--- config.mk ---
export PLATFORM = sky130hd
export DESIGN_NAME = exec_alias_guard_flat
export DESIGN_NICKNAME = d
export VERILOG_FILES = /design/src/rtl/exec_alias_guard_if.sv /design/src/rtl/exec_alias_guard.sv /design/src/flat_wrapper.sv
export SDC_FILE = /design/constraint.sdc
export NUM_CORES = 1
export LEC_CHECK = 0
export CAP_MARGIN = 20
export CORE_UTILIZATION = 40
export DETAILED_ROUTE_END_ITERATION = 10
export MAX_ROUTING_LAYER = met4
export PLACE_DENSITY = 0.58
export SYNTH_ARGS = -nofsm -noshare
export SYNTH_HDL_FRONTEND = slang
export SYNTH_SLANG_ARGS = --single-unit
--- constraint.sdc ---
create_clock -name clk -period 2.95 [get_ports clk]
set_input_delay 0.59 -clock clk [delete_from_list [all_inputs] [get_ports clk]]
set_output_delay 0.59 -clock clk [all_outputs]
set_load 0.01 [all_outputs]
--- src/rtl/exec_alias_guard_if.sv ---
// Store/ITLB-fill bundle for exec_alias_guard.
// EXEC_ALIAS_GUARD_VIOL_CNT_EN adds the viol_cnt observation port.
interface exec_alias_guard_if #(
  parameter int unsigned PPN_W = 20
);
  logic              clear_i;
  logic              insert_i;
  logic [PPN_W-1:0]  insert_ppn;
  logic              write_valid;
  logic              write_en;
  logic [PPN_W+11:0] write_addr;
  logic              lock_i;
  logic              allow_override_prelock;
  logic              hit_exec_ppn;
  logic              allow_write;
  logic              violation_o;
`ifdef EXEC_ALIAS_GUARD_VIOL_CNT_EN
  logic [15:0]       viol_cnt;

  modport master (
    output clear_i, insert_i, insert_ppn, write_valid, write_en, write_addr,
           lock_i, allow_override_prelock,
    input  hit_exec_ppn, allow_write, violation_o, viol_cnt
  );

  modport slave (
    input  clear_i, insert_i, insert_ppn, write_valid, write_en, write_addr,
           lock_i, allow_override_prelock,
    output hit_exec_ppn, allow_write, violation_o, viol_cnt
  );
`else
  modport master (
    output clear_i, insert_i, insert_ppn, write_valid, write_en, write_addr,
           lock_i, allow_override_prelock,
    input  hit_exec_ppn, allow_write, violation_o
  );

  modport slave (
    input  clear_i, insert_i, insert_ppn, write_valid, write_en, write_addr,
           lock_i, allow_override_prelock,
    output hit_exec_ppn, allow_write, violation_o
  );
`endif
endinterface

--- src/rtl/exec_alias_guard.sv ---
// Blocks stores that alias a recently executable page (W^X guard with boot-time override).
// Optional EXEC_ALIAS_GUARD_VIOL_CNT_EN adds a saturating 16-bit violation counter.
module exec_alias_guard #(
  parameter int unsigned PPN_W = 20,
  parameter int unsigned N     = 8
) (
  input  logic               clk,
  input  logic               rst_n,
  exec_alias_guard_if.slave  bus
);

  localparam int unsigned PTR_W = (N > 1) ? $clog2(N) : 1;

  logic [N-1:0]     valid_q;
  logic [PPN_W-1:0] ppn_q [N];
  logic [PTR_W-1:0] ptr_q;
  logic [PTR_W-1:0] ptr_nxt;
  logic             viol_q;

  logic [PPN_W-1:0] query_ppn;
  logic [N-1:0]     hit_vec;
  logic [N-1:0]     dup_vec;
  logic             hit;
  logic             allow;
  logic             ins_fire;
  logic             viol_d;
  logic             unused_offset;

  // Page offset never participates in the match.
  assign query_ppn     = bus.write_addr[PPN_W+11:12];
  assign unused_offset = ^bus.write_addr[11:0];

  // Per-entry compare against the store page and the fill page.
  always_comb begin
    hit_vec = '0;
    dup_vec = '0;
    for (int unsigned i = 0; i < N; i++) begin
      hit_vec[i] = valid_q[i] && (ppn_q[i] == query_ppn);
      dup_vec[i] = valid_q[i] && (ppn_q[i] == bus.insert_ppn);
    end
  end

  assign hit      = |hit_vec;
  assign allow    = !hit || (!bus.lock_i && bus.allow_override_prelock);
  assign ins_fire = bus.insert_i && !bus.clear_i && !(|dup_vec);
  assign ptr_nxt  = (ptr_q == PTR_W'(N - 1)) ? '0 : ptr_q + PTR_W'(1);
  assign viol_d   = bus.write_valid && bus.write_en && !allow;

  // Round-robin tracker; clear beats a simultaneous fill.
  always_ff @(posedge clk or negedge rst_n) begin
    if (!rst_n) begin
      valid_q <= '0;
      ptr_q   <= '0;
      for (int unsigned i = 0; i < N; i++) begin
        ppn_q[i] <= '0;
      end
    end else if (bus.clear_i) begin
      valid_q <= '0;
      ptr_q   <= '0;
    end else if (ins_fire) begin
      valid_q[ptr_q] <= 1'b1;
      ppn_q[ptr_q]   <= bus.insert_ppn;
      ptr_q          <= ptr_nxt;
    end
  end

  always_ff @(posedge clk or negedge rst_n) begin
    if (!rst_n) begin
      viol_q <= 1'b0;
    end else begin
      viol_q <= viol_d;
    end
  end

  assign bus.hit_exec_ppn = hit;
  assign bus.allow_write  = allow;
  assign bus.violation_o  = viol_q;

`ifdef EXEC_ALIAS_GUARD_VIOL_CNT_EN
  logic [15:0] cnt_q;

  // Counts violation pulses; only software before lock may wipe it.
  always_ff @(posedge clk or negedge rst_n) begin
    if (!rst_n) begin
      cnt_q <= '0;
    end else if (bus.clear_i && !bus.lock_i) begin
      cnt_q <= '0;
    end else if (viol_q && (cnt_q != 16'hFFFF)) begin
      cnt_q <= cnt_q + 16'd1;
    end
  end

  assign bus.viol_cnt = cnt_q;
`endif

endmodule

--- src/flat_wrapper.sv ---
// flat-port wrapper written by rule: the top's interface ports become plain ports
module exec_alias_guard_flat 
#(
  parameter int unsigned PPN_W = 20,
  parameter int unsigned N     = 8
)
  (clk, rst_n, bus_clear_i, bus_insert_i, bus_insert_ppn, bus_write_valid, bus_write_en, bus_write_addr, bus_lock_i, bus_allow_override_prelock, bus_hit_exec_ppn, bus_allow_write, bus_violation_o);
  exec_alias_guard_if #(.PPN_W(PPN_W)) bus_i ();
  input  logic clk;
  input  logic rst_n;
  input wire logic [$bits(bus_i.clear_i)-1:0] bus_clear_i;
  input wire logic [$bits(bus_i.insert_i)-1:0] bus_insert_i;
  input wire logic [$bits(bus_i.insert_ppn)-1:0] bus_insert_ppn;
  input wire logic [$bits(bus_i.write_valid)-1:0] bus_write_valid;
  input wire logic [$bits(bus_i.write_en)-1:0] bus_write_en;
  input wire logic [$bits(bus_i.write_addr)-1:0] bus_write_addr;
  input wire logic [$bits(bus_i.lock_i)-1:0] bus_lock_i;
  input wire logic [$bits(bus_i.allow_override_prelock)-1:0] bus_allow_override_prelock;
  output wire logic [$bits(bus_i.hit_exec_ppn)-1:0] bus_hit_exec_ppn;
  output wire logic [$bits(bus_i.allow_write)-1:0] bus_allow_write;
  output wire logic [$bits(bus_i.violation_o)-1:0] bus_violation_o;
  assign bus_i.clear_i = bus_clear_i;
  assign bus_i.insert_i = bus_insert_i;
  assign bus_i.insert_ppn = bus_insert_ppn;
  assign bus_i.write_valid = bus_write_valid;
  assign bus_i.write_en = bus_write_en;
  assign bus_i.write_addr = bus_write_addr;
  assign bus_i.lock_i = bus_lock_i;
  assign bus_i.allow_override_prelock = bus_allow_override_prelock;
  assign bus_hit_exec_ppn = bus_i.hit_exec_ppn;
  assign bus_allow_write = bus_i.allow_write;
  assign bus_violation_o = bus_i.violation_o;
  exec_alias_guard #(.PPN_W(PPN_W), .N(N)) u_core (.clk(clk), .rst_n(rst_n), .bus(bus_i));
endmodule
==> results of run 1 <==
metal layers:
metal,wire [microns],global-route usage,vias to the layer above
li1,-,-,3430
met1,16700,0.364,4087
met2,16900,0.407,317
met3,2770,0.0748,69
met4,1280,0.104,0
met5,0,-,-
kinds of logic after synthesis:
group / after synthesis / share of synthesized area
xor+xnor: 320 / 0.253
flops: 172 / 0.389
mux: 163 / 0.211
simple gates: 133 / 0.0817
buf+inv: 81 / 0.0518
compound gates: 17 / 0.0107
fa+ha+maj: 2 / 0.00226
what timing repair did:
item / CTS / global route
pin swaps: 42 / 34
gates cloned: 9 / 4
setup endpoints to repair: 171 / 163
resized for setup: 137 / 94
buffers inserted: 45 / 16
area by class of cell:
| type | instances | area, sq um | share of cell area |
|---|---|---|---|
| Timing Repair Buffer | 277 | 3100 | 0.203 |
| Sequential cell | 172 | 4310 | 0.281 |
| Tap cell | 341 | 427 | 0.0278 |
| Clock buffer | 18 | 439 | 0.0287 |
| Multi-Input combinational cell | 636 | 6830 | 0.446 |
| Clock inverter | 14 | 204 | 0.0133 |
| Inverter | 3 | 11.3 | 0.000735 |
registers in the layout, indices dropped and copies added, names as in the netlist:
signal and cells:
u_core.bus.violation_o 1, u_core.ptr_q 3, u_core.valid_q 8, u_core.ppn_q 160
worst min path at each step:
stage | end | slack [ns] | start | depth (start not counted)
after floorplan | u_core.bus.violation_o$_DFF_PN0_ | 0.29 | rst_n | 0
after global routing | u_core.ppn_q[31]$_DFFE_PN0P_ | 0.18 | rst_n | 1
after CTS | u_core.ppn_q[154]$_DFFE_PN0P_ | 0.17 | rst_n | 1
after detailed placement | u_core.valid_q[2]$_DFFE_PN0P_ | 0.51 | u_core.valid_q[2]$_DFFE_PN0P_ | 1
final | u_core.ppn_q[154]$_DFFE_PN0P_ | 0.15 | rst_n | 1
after global placement | u_core.valid_q[2]$_DFFE_PN0P_ | 0.49 | u_core.valid_q[2]$_DFFE_PN0P_ | 1
metrics by stage:
stage	hold WS (ns)	setup WS [ns]	instance area [sq um]
after floorplan	0.294	0.194	11100
after global placement	0.495	-0.851	13100
after detailed placement	0.508	-0.882	13100
after CTS	0.167	-0.0104	14800
after global routing	0.180	-0.0968	15300
final	0.151	-0.0301	15300
placed cells by master (no fill, tap or decap), drive strengths merged, types with 4 or more instances in the layout:
| cell type | instances |
|---|---|
| nor3 | 14 |
| clkdlybuf4s15 | 13 |
| xnor2 | 42 |
| a21o | 4 |
| nand4 | 20 |
| dlygate4sd2 | 17 |
| clkdlybuf4s50 | 7 |
| o21a | 4 |
| inv | 8 |
| nor2 | 4 |
| nor4 | 69 |
| buf | 226 |
| nand3 | 16 |
| clkbuf | 30 |
| mux2 | 163 |
| xor2 | 278 |
| o22ai | 7 |
| bufinv | 4 |
| dfrtp | 172 |
power groups by stage:
| stage | Combinational [mW] | Clock [mW] | Sequential, mW |
|---|---|---|---|
| after floorplan | 1.77 | 0 | 3.41 |
| after global placement | 2.44 | 0 | 3.64 |
| after detailed placement | 2.45 | 0 | 3.64 |
| after CTS | 2.58 | 2.55 | 3.62 |
| after global routing | 2.94 | 2.66 | 3.75 |
| final | 2.76 | 2.53 | 3.69 |
worst max-delay path, cell delays in order:
cell,delay [ns]
dlygate4sd2_1,0.24
buf_6,0.14
buf_6,0.13
xor2_2,0.17
nor4_2,0.08
nand3_1,0.12
o22ai_2,0.09
or4_4,0.58
buf_12,0.16
nor4_4,0.25
buf_6,0.18
buf_12,0.13
buf_16,0.13
mux2_4,0.29
==> qor.yml, run 1 <==
global_route:
  grt_overflow: 0
  grtUsageTotal: 0.277
  antenna_found_initial: 0
  grt_pass1_wl_mm: 54.6
  grt_pass1_vias: 8243
  grt_max_degree: 56
synthesis:
  syn_inst: 888
  synth_top_cells_by_count: "xor2_1, dfrtp_1, mux2_4"
  synth_top_area_cell: "dfrtp_1"
  ys_seq_elements: 172
  yosysMostFrequentCell: "xor2_1"
  seq_area_frac_synth: 0.389
  yosysWarnings: 0
  synth.top_cells.by_area: "dfrtp_1, xor2_1, mux2_4"
  syn_area_per_cell_sq_um: 12.5
  synth_edf_count: 0
  synth_top_area_frac: 0.389
  synthesis.area_sq_um: 11100
  async_flop_share: 1.00
  synth_cell_types: 31
  syn-num-nets: 950
  synth_flop_cell: "dfrtp_1"
timing:
  worst_slack_ns: -0.0301
  max_slew_margin: 0.573
  worst_clock_skew_ns: 0.0136
  worst_pin_slew_ns: 0.640
  fmax_mhz: 336
  rsz0062_at_grt: "yes"
  slew_violations: 0
  period_minus_slack_ns: 2.98
  fin_crit_sh: 1.01
  setup-violations-final: 15
  hold_violations: 0
  finalSetupTns_ns: -0.321
layout:
  n_fill_cell: 2227
  drive_gt1_frac: 0.478
  area_growth_pct: 38.6
  final_util: 0.567
  diodes: 0
  fin_nets: 1169
  finalNonFillerCells: 1461
drt:
  vias: 7903
  postRouteAntennaNets: 0
  finalWirelength_mm: 37.6
  via_per_inst: 5.41
  dr.pass1.iters: 5
  drt_iter0_drc: 730
  drc: 0
  wl_per_cell_microns: 25.7
floorplan:
  pin_count: 63
  die_x_microns: 168
  rows: 60
  core_area_sq_um: 27000
  initial_core_util: 0.409
  die-area_sq_um: 28300
  die_height_microns: 168
placed_design:
  dp.cells: 1359
  gp_congestion: 1.01
  dp_hpwl_mm: 25.2
  portBuffers: 50
critical_path:
  crit_fanout: 5
  r2r-end: "u_core.ppn_q[34]$_DFFE_PN0P_"
  required_ns: 3.28
  worstPathArrival_ns: 3.31
  crit_path_start_kind: "primary input"
  rrSetupSlack_ns: 0.01
  critPathCapture: "u_core.ppn_q[34]$_DFFE_PN0P_"
  startpoint: "bus_insert_ppn[10]"
  cp-end-kind: "flop"
  setup.worst_path.class: "in2reg"
  timing.rr.start: "u_core.ppn_q[36]$_DFFE_PN0P_"
  worstRegToRegCells: 12
pwr:
  seqPwrFrac: 0.411
  combinationalPowerShare: 0.307
  swShare: 0.335
  power_mw: 8.98
  ir_worst_vdd_v: 0.000348
  clock_power_share: 0.282
  cellLeakagePower_nw: 6.97
  power_switching_mw: 3.01
  p_int_mw: 5.97
  power_density_nw_per_um2: 586
outcome:
  violations: "setup timing"
  status: "finished, violations left"
clock_network:
  hold_buffers: 0
  clockRootBuffer: "clkbuf_16"
  ctsLongestPathBuffers: 2
  cts_buffers: 17
  htree_levels: 4
  cts_tree: "done"
  clock-sinks: 172
  worstSkewPairLatency_ns: 0.44
  clk_pin_slew_ns: 0.07
worst_hold_path:
  hp-class: "in2async"
run:
  cap_violations: 0
(Power assumes the default switching activity.)
==> run 2, diff against run 1 <==
CORE_UTILIZATION = 45   (was 40)
PLACE_DENSITY = 0.64   (was 0.58)
==> run 2 against run 1 <==
The flow still finishes with violations (setup timing). Die area is 11% lower. Via count is 0.14% higher. Final cell count is 3.4% lower. Wire length is 1.6% lower. Clock skew is 0.0041 ns lower. Combinational power is 2% lower. Global-route usage is 2.5 points higher. Sequential power is 2% lower. Worst setup slack worse by 0.0035 ns. Maximum frequency is 0.12% lower. Register-to-register slack better by 0.04 ns. Power is 3.4% lower.
==> qor.yml, run 2 (synthesis results as in run 1) <==
outcome:
  status: "finished, violations left"
  violations: "setup timing"
drt:
  vias: 7914
  wl_per_cell_microns: 26.2
  drc: 0
  postRouteAntennaNets: 0
  via_per_inst: 5.61
  drt_iter0_drc: 778
  finalWirelength_mm: 37.0
  dr.pass1.iters: 7
pwr:
  cellLeakagePower_nw: 6.76
  power_density_nw_per_um2: 588
  ir_worst_vdd_v: 0.000345
  power_mw: 8.67
global_route:
  grtUsageTotal: 0.302
  grt_pass1_wl_mm: 53.5
  grt_overflow: 0
  grt_max_degree: 68
  grt_pass1_vias: 8017
  antenna_found_initial: 0
layout:
  top_register: "u_core.ppn_q"
  mostFrequentLayoutCell: "xor2_1"
  drive_gt1_frac: 0.443
  area_growth_pct: 33.4
  seqCellArea_sq_um: 4300
  n_fill_cell: 1845
  diodes: 0
  multiInputGateArea_sq_um: 6710
  mostFrequentLayoutCells: "xor2_1, dfrtp_1, mux2_4, buf_4, nor4_1"
  fin_nets: 1137
  largest_register_ffs: 160
  reg_top3: "u_core.ppn_q: 160 flops, u_core.valid_q: 8 flops, u_core.ptr_q: 3 flops"
clock_network:
  cts_buffers: 17
  ctsLongestPathBuffers: 2
  htree_levels: 4
  hold_buffers: 0
  clock-sinks: 172
  cts_tree: "done"
  clockRootBuffer: "clkbuf_16"
  worstSkewPairLatency_ns: 0.44
  clk_pin_slew_ns: 0.07
worst_hold_path:
  hp-class: "in2async"
critical_path:
  rrSetupSlack_ns: 0.05
  crit_fanout: 4
  worstPathArrival_ns: 2.39
  cp-end-kind: "output port"
  required_ns: 2.36
  setup.worst_path.class: "in2out"
  crit_path_start_kind: "primary input"
floorplan:
  core_area_sq_um: 24200
  rows: 57
  pin_count: 63
  die_height_microns: 159
  die-area_sq_um: 25200
  die_x_microns: 159
  initial_core_util: 0.457
timing:
  period_minus_slack_ns: 2.98
  setup-violations-final: 5
  fin_crit_sh: 1.01
  fmax_mhz: 335
  fin_hold_ws_ns: 0.164
  max_slew_margin: 0.534
  rsz0062_at_grt: "yes"
  worst_clock_skew_ns: 0.00952
  slew_violations: 0
  worst_slack_ns: -0.0336
  hold_violations: 0
  worst_pin_slew_ns: 0.699
placed_design:
  dp_hpwl_mm: 23.8
  gp_congestion: 0.961
  portBuffers: 50
  dp_slack_ns: -0.901
run:
  cap_violations: 0
## run 2: cell count changes in the layout (fill, tap and decap cells not counted), moves of 8 or more
cell    delta
xor2_2    -15
buf_4     -25
nor4_1     +8
buf_12    -12
xor2_1    +13
## run 2: repair_timing
action / in CTS / in global routing
setup buffers: 39 / 13
cloned: 7 / 5
endpoints found under the setup margin: 173 / 156
gates resized for setup: 154 / 70
pin swaps: 31 / 17
## run 2: routing by layer
metal / up-vias / share of wire / GRT usage
li1: 3372 / - / -
met1: 4051 / 0.42 / 0.405
met4: 0 / 0.041 / 0.117
met2: 386 / 0.45 / 0.440
met3: 105 / 0.089 / 0.0716
met5: - / 0 / -
## run 2: cell type report
class / count / area share
flip-flops and latches: 172 / 0.292
clock buffers: 22 / 0.0328
well taps: 324 / 0.0275
multi-input cells: 636 / 0.455
inverters: 3 / 0.000763
clock inverters: 9 / 0.00763
repair buffers: 245 / 0.185
## run 2: path summary, 6_finish.rpt
path,from,end,cells past startpoint
max,bus_write_addr[31],bus_allow_write,9
min,rst_n,u_core.ppn_q[49]$_DFFE_PN0P_,1
max reg2reg,u_core.ppn_q[49]$_DFFE_PN0P_,u_core.ppn_q[107]$_DFFE_PN0P_,13
min reg2reg,u_core.valid_q[2]$_DFFE_PN0P_,u_core.valid_q[2]$_DFFE_PN0P_,1
max in group asynchronous,rst_n,u_core.ppn_q[61]$_DFFE_PN0P_,2
min in group clk,bus_insert_ppn[2],u_core.ppn_q[22]$_DFFE_PN0P_,2
## run 2: report_power, final
part / internal (mW) / switching, mW
clock network: 1.34 / 1.01
logic: 1.58 / 1.14
registers: 2.89 / 0.733
## run 2: stage by stage
| step | setup TNS, ns | instances | area (sq um) | util |
|---|---|---|---|---|
| floorplan | 0 | 888 | 11100 | - |
| global placement | -126.13 | 1321 | 12900 | 0.532 |
| detailed placement | -125.94 | 1321 | 12900 | 0.532 |
| CTS | 0 | 1395 | 14400 | 0.597 |
| global route | -0.875 | 1411 | 14800 | 0.610 |
| finish | -0.0560 | 1411 | 14800 | 0.610 |
## run 2: critical path, stage by stage
cell,delay [ns]
clkdlybuf4s15_2,0.23
buf_4,0.19
xor2_1,0.16
nor4_2,0.40
nand4_1,0.19
o22ai_2,0.24
or4_4,0.19
o21ai_2,0.06
buf_2,0.13
